==> src/rtl/riscv_pkg.sv <==
// Shared types and defaults for the instruction/data memory arbiter.
// Latency: none (declarations only).
// Backpressure: n/a.
package riscv_pkg;

   // Arbiter ownership of the single memory port
   typedef enum logic [1:0] {
      IDLE   = 2'd0,
      BUSY_I = 2'd1,
      BUSY_D = 2'd2
   } arbState_t;

   localparam int DEF_MAX_WAIT = 4;
   localparam int DEF_TIMEOUT  = 15;

   // Bits needed to hold values 0..maxVal (at least one bit)
   function automatic int cntWidth(input int maxVal);
      return (maxVal < 2) ? 1 : $clog2(maxVal + 1);
   endfunction

endpackage

==> src/rtl/sat_counter.sv <==
// Saturating up-counter with synchronous clear and a limit flag.
// Latency: count updates one cycle after inc/clr; atLimit is combinational from the count.
// Backpressure: none; holds at LIMIT while inc stays high.
module sat_counter #(
   parameter int WIDTH = 4,
   parameter int LIMIT = 15
) (
   input  logic clk,
   input  logic rst,
   input  logic inc,
   input  logic clr,
   output logic atLimit
);

   localparam logic [WIDTH-1:0] LIM = WIDTH'(LIMIT);

   logic [WIDTH-1:0] count;

   // Clear has priority; increment stops at the limit
   always_ff @(posedge clk or negedge rst) begin
      if (!rst) begin
         count <= '0;
      end else if (clr) begin
         count <= '0;
      end else if (inc && (count != LIM)) begin
         count <= count + WIDTH'(1);
      end
   end

   assign atLimit = (count == LIM);

endmodule

==> src/rtl/mem_arbiter.sv <==
// Arbitrates fetch and data requests onto one single-port memory; data wins unless fetch is starved.
// Latency: grant -> mem_req next cycle; mem_ack -> valid pulse next cycle; one idle turnaround between ops.
// Backpressure: requesters are stalled until their valid pulse; a missing mem_ack times out and sets err.
module mem_arbiter
   import riscv_pkg::*;
#(
   parameter int ADDR_W   = 32,
   parameter int DATA_W   = 32,
   parameter int MAX_WAIT = DEF_MAX_WAIT,
   parameter int TIMEOUT  = DEF_TIMEOUT
) (
   input  logic              clk,
   input  logic              rst,
   input  logic              if_req,
   input  logic [ADDR_W-1:0] if_addr,
   output logic [DATA_W-1:0] if_rdata,
   output logic              if_valid,
   input  logic              d_req,
   input  logic              d_we,
   input  logic [ADDR_W-1:0] d_addr,
   input  logic [DATA_W-1:0] d_wdata,
   output logic [DATA_W-1:0] d_rdata,
   output logic              d_valid,
   output logic              stall_if,
   output logic              stall_d,
   output logic              mem_req,
   output logic              mem_we,
   output logic [ADDR_W-1:0] mem_addr,
   output logic [DATA_W-1:0] mem_wdata,
   input  logic [DATA_W-1:0] mem_rdata,
   input  logic              mem_ack,
   output logic              err
);

   localparam int WAIT_W  = cntWidth(MAX_WAIT);
   localparam int TIMER_W = cntWidth(TIMEOUT - 1);

   arbState_t state;

   logic idleFree;
   logic grantData;
   logic grantFetch;
   logic busy;
   logic fetchStarved;
   logic timerAtLimit;
   logic timeout;
   logic waitInc;
   logic waitClr;
   logic timerInc;
   logic timerClr;

   // While a valid pulse is out the requester still presents the finished request,
   // so that cycle is a turnaround and nothing is granted.
   assign idleFree   = (state == IDLE) && !if_valid && !d_valid;
   assign grantData  = idleFree && d_req && !(if_req && fetchStarved);
   assign grantFetch = idleFree && if_req && !grantData;
   assign busy       = (state != IDLE);

   // Timer sits at TIMEOUT-1 during the TIMEOUT-th busy cycle; an ack in that cycle still wins
   assign timeout    = busy && timerAtLimit && !mem_ack;

   // Fetch starvation counts only while the fetch is waiting, not while it is being served
   assign waitInc    = if_req && !grantFetch && (state != BUSY_I) && !if_valid;
   assign waitClr    = grantFetch || !if_req;

   assign timerInc   = busy && !mem_ack;
   assign timerClr   = !busy || mem_ack || timeout;

   assign stall_if   = if_req && !if_valid;
   assign stall_d    = d_req && !d_valid;

   sat_counter #(
      .WIDTH (WAIT_W),
      .LIMIT (MAX_WAIT)
   ) u_waitCnt (
      .clk     (clk),
      .rst     (rst),
      .inc     (waitInc),
      .clr     (waitClr),
      .atLimit (fetchStarved)
   );

   sat_counter #(
      .WIDTH (TIMER_W),
      .LIMIT (TIMEOUT - 1)
   ) u_ackTimer (
      .clk     (clk),
      .rst     (rst),
      .inc     (timerInc),
      .clr     (timerClr),
      .atLimit (timerAtLimit)
   );

   // Arbiter FSM with registered memory request, completion pulses and sticky error
   always_ff @(posedge clk or negedge rst) begin
      if (!rst) begin
         state     <= IDLE;
         mem_req   <= 1'b0;
         mem_we    <= 1'b0;
         mem_addr  <= '0;
         mem_wdata <= '0;
         if_valid  <= 1'b0;
         d_valid   <= 1'b0;
         if_rdata  <= '0;
         d_rdata   <= '0;
         err       <= 1'b0;
      end else begin
         if_valid <= 1'b0;
         d_valid  <= 1'b0;
         case (state)
            IDLE: begin
               if (grantData) begin
                  state     <= BUSY_D;
                  mem_req   <= 1'b1;
                  mem_we    <= d_we;
                  mem_addr  <= d_addr;
                  mem_wdata <= d_wdata;
               end else if (grantFetch) begin
                  state     <= BUSY_I;
                  mem_req   <= 1'b1;
                  mem_we    <= 1'b0;
                  mem_addr  <= if_addr;
                  mem_wdata <= '0;
               end
            end
            BUSY_I: begin
               if (mem_ack) begin
                  if_rdata <= mem_rdata;
                  if_valid <= 1'b1;
                  mem_req  <= 1'b0;
                  state    <= IDLE;
               end else if (timeout) begin
                  err      <= 1'b1;
                  if_rdata <= '0;
                  if_valid <= 1'b1;
                  mem_req  <= 1'b0;
                  state    <= IDLE;
               end
            end
            BUSY_D: begin
               if (mem_ack) begin
                  if (!mem_we) begin
                     d_rdata <= mem_rdata;
                  end
                  d_valid <= 1'b1;
                  mem_req <= 1'b0;
                  state   <= IDLE;
               end else if (timeout) begin
                  err     <= 1'b1;
                  d_rdata <= '0;
                  d_valid <= 1'b1;
                  mem_req <= 1'b0;
                  state   <= IDLE;
               end
            end
            default: begin
               state   <= IDLE;
               mem_req <= 1'b0;
            end
         endcase
      end
   end

endmodule
==> config.mk <==
export PLATFORM = sky130hd
export DESIGN_NAME = mem_arbiter
export DESIGN_NICKNAME = d
export VERILOG_FILES = /design/src/rtl/riscv_pkg.sv /design/src/rtl/sat_counter.sv /design/src/rtl/mem_arbiter.sv
export SDC_FILE = /design/constraint.sdc
export NUM_CORES = 1
export LEC_CHECK = 0
export ABC_AREA = 0
export CAP_MARGIN = 20
export CORE_AREA = 2 2 94 165
export DETAILED_ROUTE_END_ITERATION = 16
export DIE_AREA = 0 0 96 167
export GPL_ROUTABILITY_DRIVEN = 0
export PLACE_DENSITY = 0.89
export REMOVE_ABC_BUFFERS = 1
export SYNTH_ARGS = -nofsm -noshare
export SYNTH_HDL_FRONTEND = slang
export SYNTH_HIERARCHICAL = 1
export SYNTH_SLANG_ARGS = --single-unit
export TNS_END_PERCENT = 50
==> constraint.sdc <==
create_clock -name clk -period 3 [get_ports clk]
set_clock_uncertainty 0.05 [all_clocks]
set_input_delay 0.3 -clock clk [delete_from_list [all_inputs] [get_ports clk]]
set_output_delay 0.3 -clock clk [all_outputs]
set_load 0.02 [all_outputs]
==> key figures, run 1 <==
Routing
  – First-pass iteration count of the detailed router: 4
  – DR vias: 5069
  – Met3 wire length: slightly above 1000 um
  – DR WL met2: 9890 um
  – Metal-1 WL: 6660 um
  – WL/cell: 19.8 um
  – Remaining DRCs: 0
  – 1st-iter DRT viols: 289
  – Vias per cell: between 5 and 6
  – Max layer used: met4
  – Final WL: about 18000 um
  – Antenna-violating nets left: 0

STA
  – Worst-margin pin slew: about 0.96 ns
  – Final hold violations: 36
  – Slew Limit Headroom: 36.1%
  – Worst hold slack: -0.0405 ns
  – RSZ-0062 raised after global routing: no
  – # setup viols final: 0
  – Fin. max-slew vios: 0
  – Final TNS setup: 0 ns
  – Final Cycle Share: about 78%
  – Maximum clock frequency: 0.429 GHz
  – Final Critical Period: approximately 2.3 ns

Global route
  – Vias in the first global route: 5508
  – First-pass GRT wire length: 28700 um
  – Grt total ovfl: 0
  – Gr usage total: 23.2%
  – Largest net degree at the start of global routing: 105
  – Antenna violations before repair: 1

Setup path
  – R2R Path Start: state[1]
  – Critical Path Max Stage Delay: 0.42 ns
  – Req. time, crit path: 3.23 ns
  – R2r worst-path depth: 7
  – Critical Path Start Type: flip-flop
  – CP Class: reg -> reg
  – Worst path slowest cell: dfrtp_1
  – Worst Setup SP: state[1]
  – Max FO, Critical Path: 9
  – Crit path cell chain: inv_1 > ha_1 > nor3b_4 > nand3_2 > and3b_1 > a21boi_2 > mux2_4
  – CP arrival: between 2 and 3 ns
  – CP Capture Type: flip-flop

Floorplan
  – Core Area: approximately 0.015 mm^2
  – Site row count: 59
  – Die Area: 0.0160 mm^2
  – Vert. Die Dim: 167 um
  – # IOs: 269
  – Initial Util: 41.3%
  – Die W: 96 um

Yosys
  – Syn avg cell area: 12.7 um^2
  – Synth Instances: 478
  – Ys flop type: dfrtp_1
  – Synthesized flop and latch total: 142
  – Post-synth ARST share: 100%
  – Post-synthesis sequential area ratio: 58.5%
  – Synth warn: 6
  – Mapped Area: 0.00607 mm^2
  – Synth cell types: 47
  – Post-synth EDFFs: 0

Status
  – Outcome: complete, but fails checks
  – Failing checks: hold timing

Placement
  – Port Buffer Count: 268
  – Placed Area: 0.00887 mm^2
  – Dpl hpwl: approximately 13000 um

Layout
  – Most frequent cells in the layout: clkdlybuf4s50_1 (266), dfrtp_1 (142), inv_1 (37), a22o_1 (35), nand2_1 (32)
  – NumNets Final: approximately 880
  – Most common cell after layout, fill and taps aside: clkdlybuf4s50_1
  – Layout cell share with drive strength beyond 1: under 10%
  – Layout area overhead: 55.3%
  – Final Cell Area: ~0.0094 mm^2

Clocking
  – Worst skew pair latency: 0.40 ns
  – Postcts setup bufs: 0
  – TritonCTS Buffers: 17
  – Hold-fix buffers, CTS: 0
  – TritonCTS clock tree: yes
  – H-tree depth: 4
  – Post-cts resize count: 0
  – Bufs on Longest Clock Path: 2
  – Worst-path clk slew: around 0.060 ns
  – Clock Tree Root: clkbuf_16
  – Clock sink count: 142

Power
  – Comb pwr share: 48.6%
  – Reg power frac: 32.0%
  – Pwr Density: between 1000 and 1500 mW/mm^2
  – Net switching power: 0.00380 W
  – Peak supply drop: 604 uV
  – Static Leak: 3.98 nW
  – Sw Ratio: 37.6%
  – Clk pwr share: 19.4%
  – Power Internal: 0.00631 W

Hold path
  – Hold/Removal Path Class: in -> async

Job
  – Maxcap violations: 0
==> cells in the mapped netlist, types with 5 or more instances <==
cell type	instances	share of area [%]
buf_2	11	0.91
o221a_1	29	5.4
nor2b_1	5	0.52
o21bai_1	23	2.8
a32o_1	30	4.9
clkbuf_1	21	1.3
a22o_1	35	5.1
ha_1	7	1.4
inv_1	37	2.3
o21bai_2	8	1.5
mux2i_1	31	5.1
nand2_1	32	2.0
dfrtp_1	142	59
==> cell type report <==
cell class	instances	area, um^2
Multi-Input combinational cell	258	2180
Inverter	39	146
Antenna cell	1	2.50
Tap cell	183	229
Clock inverter	13	103
Fill cell	1103	5260
Sequential cell	142	3550
Timing Repair Buffer	279	2760
Clock buffer	19	453
==> path summary, 6_finish.rpt <==
kind	endpoint	slack, ns
setup / recovery	u_waitCnt/count[0]	0.67
hold / removal	if_rdata[2]	-0.04
setup reg to reg	u_waitCnt/count[0]	0.67
hold reg to reg	if_rdata[19]	0.45
max in group asynchronous	mem_wdata[26]	2.01
min in group clk	d_rdata[7]	0.20
==> power groups by stage <==
| stage | logic, W | clock network, W | registers (W) |
|---|---|---|---|
| finish | 0.00491 | 0.00196 | 0.00324 |
| global route | 0.00519 | 0.00210 | 0.00332 |
| CTS | 0.00495 | 0.00200 | 0.00324 |
| detailed placement | 0.00493 | 0 | 0.00324 |
| global placement | 0.00479 | 0 | 0.00320 |
| floorplan | 0.00155 | 0 | 0.00415 |
==> sequential cells by signal (all words and copies together) (netlist names) <==
signal and flops:
if_rdata 32, state 2, err 1, u_ackTimer/count 4
d_rdata 32, mem_addr 32, mem_wdata 32, mem_we 1
u_waitCnt/count 3, if_valid 1, d_valid 1, mem_req 1
==> routing by layer <==
| layer | vias up | track usage [%] |
|---|---|---|
| met2 | 213 | 40.4 |
| met5 | - | 0 |
| met4 | 0 | 13.0 |
| li1 | 2279 | - |
| met1 | 2519 | 25.0 |
| met3 | 58 | 5.29 |
==> cell families after synthesis <==
logic type	count (synthesis)	share of synthesized area, %
AOI/OAI and AO/OA	149	22.8
adders and majority gates	7	1.44
and+or+nand+nor	68	5.90
DFF	142	58.5
muxes	34	5.73
buffers and inverters	78	5.61
==> stage by stage <==
| stage | setup slack [ns] | instances | power [W] | utilization, % |
|---|---|---|---|---|
| CTS | 0.686 | 933 | 0.0102 | 64.2 |
| global placement | 0.862 | 901 | 0.00799 | 60.4 |
| finish | 0.668 | 934 | 0.0101 | 64.2 |
| global route | 0.531 | 934 | 0.0106 | 64.2 |
| detailed placement | 0.702 | 901 | 0.00817 | 60.4 |
| floorplan | 0.365 | 439 | 0.00571 | - |
==> critical path, delay by kind of cell, from the launching register on <==
kind / cells / cell delay (ns)
buffers and inverters: 1 / 0.12
AO/OA/AOI/OAI: 1 / 0.18
AND/OR/NAND/NOR: 3 / 0.82
flip-flops: 1 / 0.42
multiplexers: 1 / 0.30
adder cells (fa/ha/maj): 1 / 0.34
No activity file was read; power rests on OpenSTA's default activity.
==> run 2: changes to the inputs <==
--- a/config.mk
+++ b/config.mk
@@ -7,11 +7,11 @@
 export LEC_CHECK = 0
 export ABC_AREA = 0
 export CAP_MARGIN = 20
-export CORE_AREA = 2 2 94 165
+export CORE_AREA = 2 2 99 173
 export DETAILED_ROUTE_END_ITERATION = 16
-export DIE_AREA = 0 0 96 167
+export DIE_AREA = 0 0 101 175
 export GPL_ROUTABILITY_DRIVEN = 0
-export PLACE_DENSITY = 0.89
+export PLACE_DENSITY = 0.85
 export REMOVE_ABC_BUFFERS = 1
 export SYNTH_ARGS = -nofsm -noshare
 export SYNTH_HDL_FRONTEND = slang
==> constraint.sdc (replaced) <==
create_clock -name clk -period 2 [get_ports clk]
set_clock_uncertainty 0.05 [all_clocks]
set_input_delay 0.2 -clock clk [delete_from_list [all_inputs] [get_ports clk]]
set_output_delay 0.2 -clock clk [all_outputs]
set_load 0.02 [all_outputs]
==> run 2 against run 1 <==
The run now ends clean. Total power grew 58%. Cell area grew 4.4%. Die area increased by 10%. Clock-buffer cell count decreased by 2. Largest cell class unchanged.
==> key figures, run 2 (synthesis results as in run 1) <==
Clocking
  – TritonCTS clock tree: yes
  – Clock Tree Root: clkbuf_16
  – Clock sink count: 142
  – H-tree depth: 4
  – Bufs on Longest Clock Path: 2
  – Worst-path clk slew: 0.07 ns
  – Worst skew pair latency: roughly 0.43 ns
  – TritonCTS Buffers: 17

Routing
  – DR vias: 5064
  – Remaining DRCs: 0
  – Vias per cell: approximately 5.3
  – WL/cell: ~19 um
  – 1st-iter DRT viols: 163
  – First-pass iteration count of the detailed router: 5
  – Final WL: 18600 um
  – Antenna-violating nets left: 0

Layout
  – Antenna diodes: 0
  – Final Cell Area: 0.00984 mm^2
  – Filler Cells Inserted: 1297
  – Most frequent cells in the layout: clkdlybuf4s50_1 (266), dfrtp_1 (142), inv_1 (37), a22o_1 (35), nand2_1 (32)
  – Finished Core Util: between 60 and 70%
  – NumNets Final: 896
  – Most common cell after layout, fill and taps aside: clkdlybuf4s50_1
  – Layout cell share with drive strength beyond 1: 11.8%
  – Layout area overhead: 62.1%

Placement
  – Dpl hpwl: 13000 um
  – Placed Area: ~0.0090 mm^2
  – Port Buffer Count: approximately 270

STA
  – Worst-margin pin slew: 0.463 ns
  – Fin. max-slew vios: 0
  – # setup viols final: 0
  – Final Cycle Share: between 90% and 100%
  – Slew Limit Headroom: a little under 70%
  – Final hold violations: 0
  – Maximum clock frequency: 0.515 GHz
  – Final Critical Period: just under 2 ns

Floorplan
  – Site row count: 62
  – Core Area: 0.0163 mm^2
  – Initial Util: 37.3%
  – Die W: a little over 100 um
  – Die Area: 0.0177 mm^2
  – # IOs: 269
  – Vert. Die Dim: around 180 um

Setup path
  – Top Family by Delay on Critical Path: simple AND/OR/NAND/NOR gates
  – Worst path slowest cell: dfrtp_1
  – Req. time, crit path: 2.26 ns
  – CP Class: reg -> reg
  – CP arrival: 2.20 ns
  – CP Capture Type: flip-flop
  – Critical Path Start Type: flip-flop
  – Crit path cell chain: inv_1 > ha_2 > and2_1 > nand2b_4 > nand3_2 > and3b_2 > a21boi_4 > mux2_4
  – Worst Setup SP: u_waitCnt/count[1]
  – Critical Path Max Stage Delay: 0.37 ns
  – Max FO, Critical Path: 3
  – R2R Path Start: u_waitCnt/count[1]
  – WP buf/inv: 1

Global route
  – Grt total ovfl: 0
  – First-pass GRT wire length: 28200 um
  – Largest net degree at the start of global routing: 60
  – Antenna violations before repair: 0
  – Vias in the first global route: between 5000 and 6000
  – Gr usage total: 21.0%

Hold path
  – Hold/Removal Path Class: in -> async

Status
  – Outcome: completed

Power
  – Pwr Density: 1630 mW/mm^2
  – Static Leak: around 4.2 nW
  – Peak supply drop: 861 uV

Job
  – Maxcap violations: 0
==> run 2: layout make-up <==
cell class                      instances  area, um^2  area share [%]
Tap cell                              192         240            2.44
Sequential cell                       142        3550            36.1
Inverter                               39         146            1.49
Timing Repair Buffer                  297        3030            30.8
Clock buffer                           17         425            4.32
Clock inverter                         15         234            2.38
Multi-Input combinational cell        258        2210            22.5
==> run 2: where the power goes <==
group	switching, W	internal (W)
logic	0.00374	0.00391
registers	0.000701	0.00411
clock network	0.00131	0.00224
==> run 2: per-layer routing <==
layer	routed length, um	track usage [%]	up-vias
met4	767	11.5	0
met3	893	5.48	45
met5	0	0	-
li1	-	-	2321
met1	7050	24.4	2521
met2	9880	34.9	177
==> run 2: worst paths after layout <==
check / to / slack [ns] / cells after the start
setup reg to reg: u_waitCnt/count[0] / 0.06 / 8
max in group asynchronous: mem_wdata[7] / 1.13 / 3
hold / removal: if_rdata[1] / 0.14 / 2
hold reg to reg: if_rdata[0] / 0.44 / 1
min in group clk: d_valid / 0.20 / 3
setup / recovery: u_waitCnt/count[0] / 0.06 / 8
==> run 2: per-stage QoR <==
step	instances	hold WS (ns)	setup TNS, ns	total power (W)	setup WS, ns
floorplan	439	-0.146	-18.91	0.00856	-0.635
global placement	920	0.0378	0	0.0122	0.0474
detailed placement	920	0.0369	0	0.0124	0.00365
CTS	954	0.134	0	0.0161	0.0132
global route	960	0.149	-0.0534	0.0168	-0.0241
finish	960	0.145	0	0.0160	0.0588
==> run 2: timing repair <==
action,CTS,global route
setup buffers,1,5
hold buffers,1,0
endpoints found under the setup margin,1,112
pin swaps,0,2
cloned,0,1
endpoints found under the hold margin,142,0
gates resized for setup,1,8
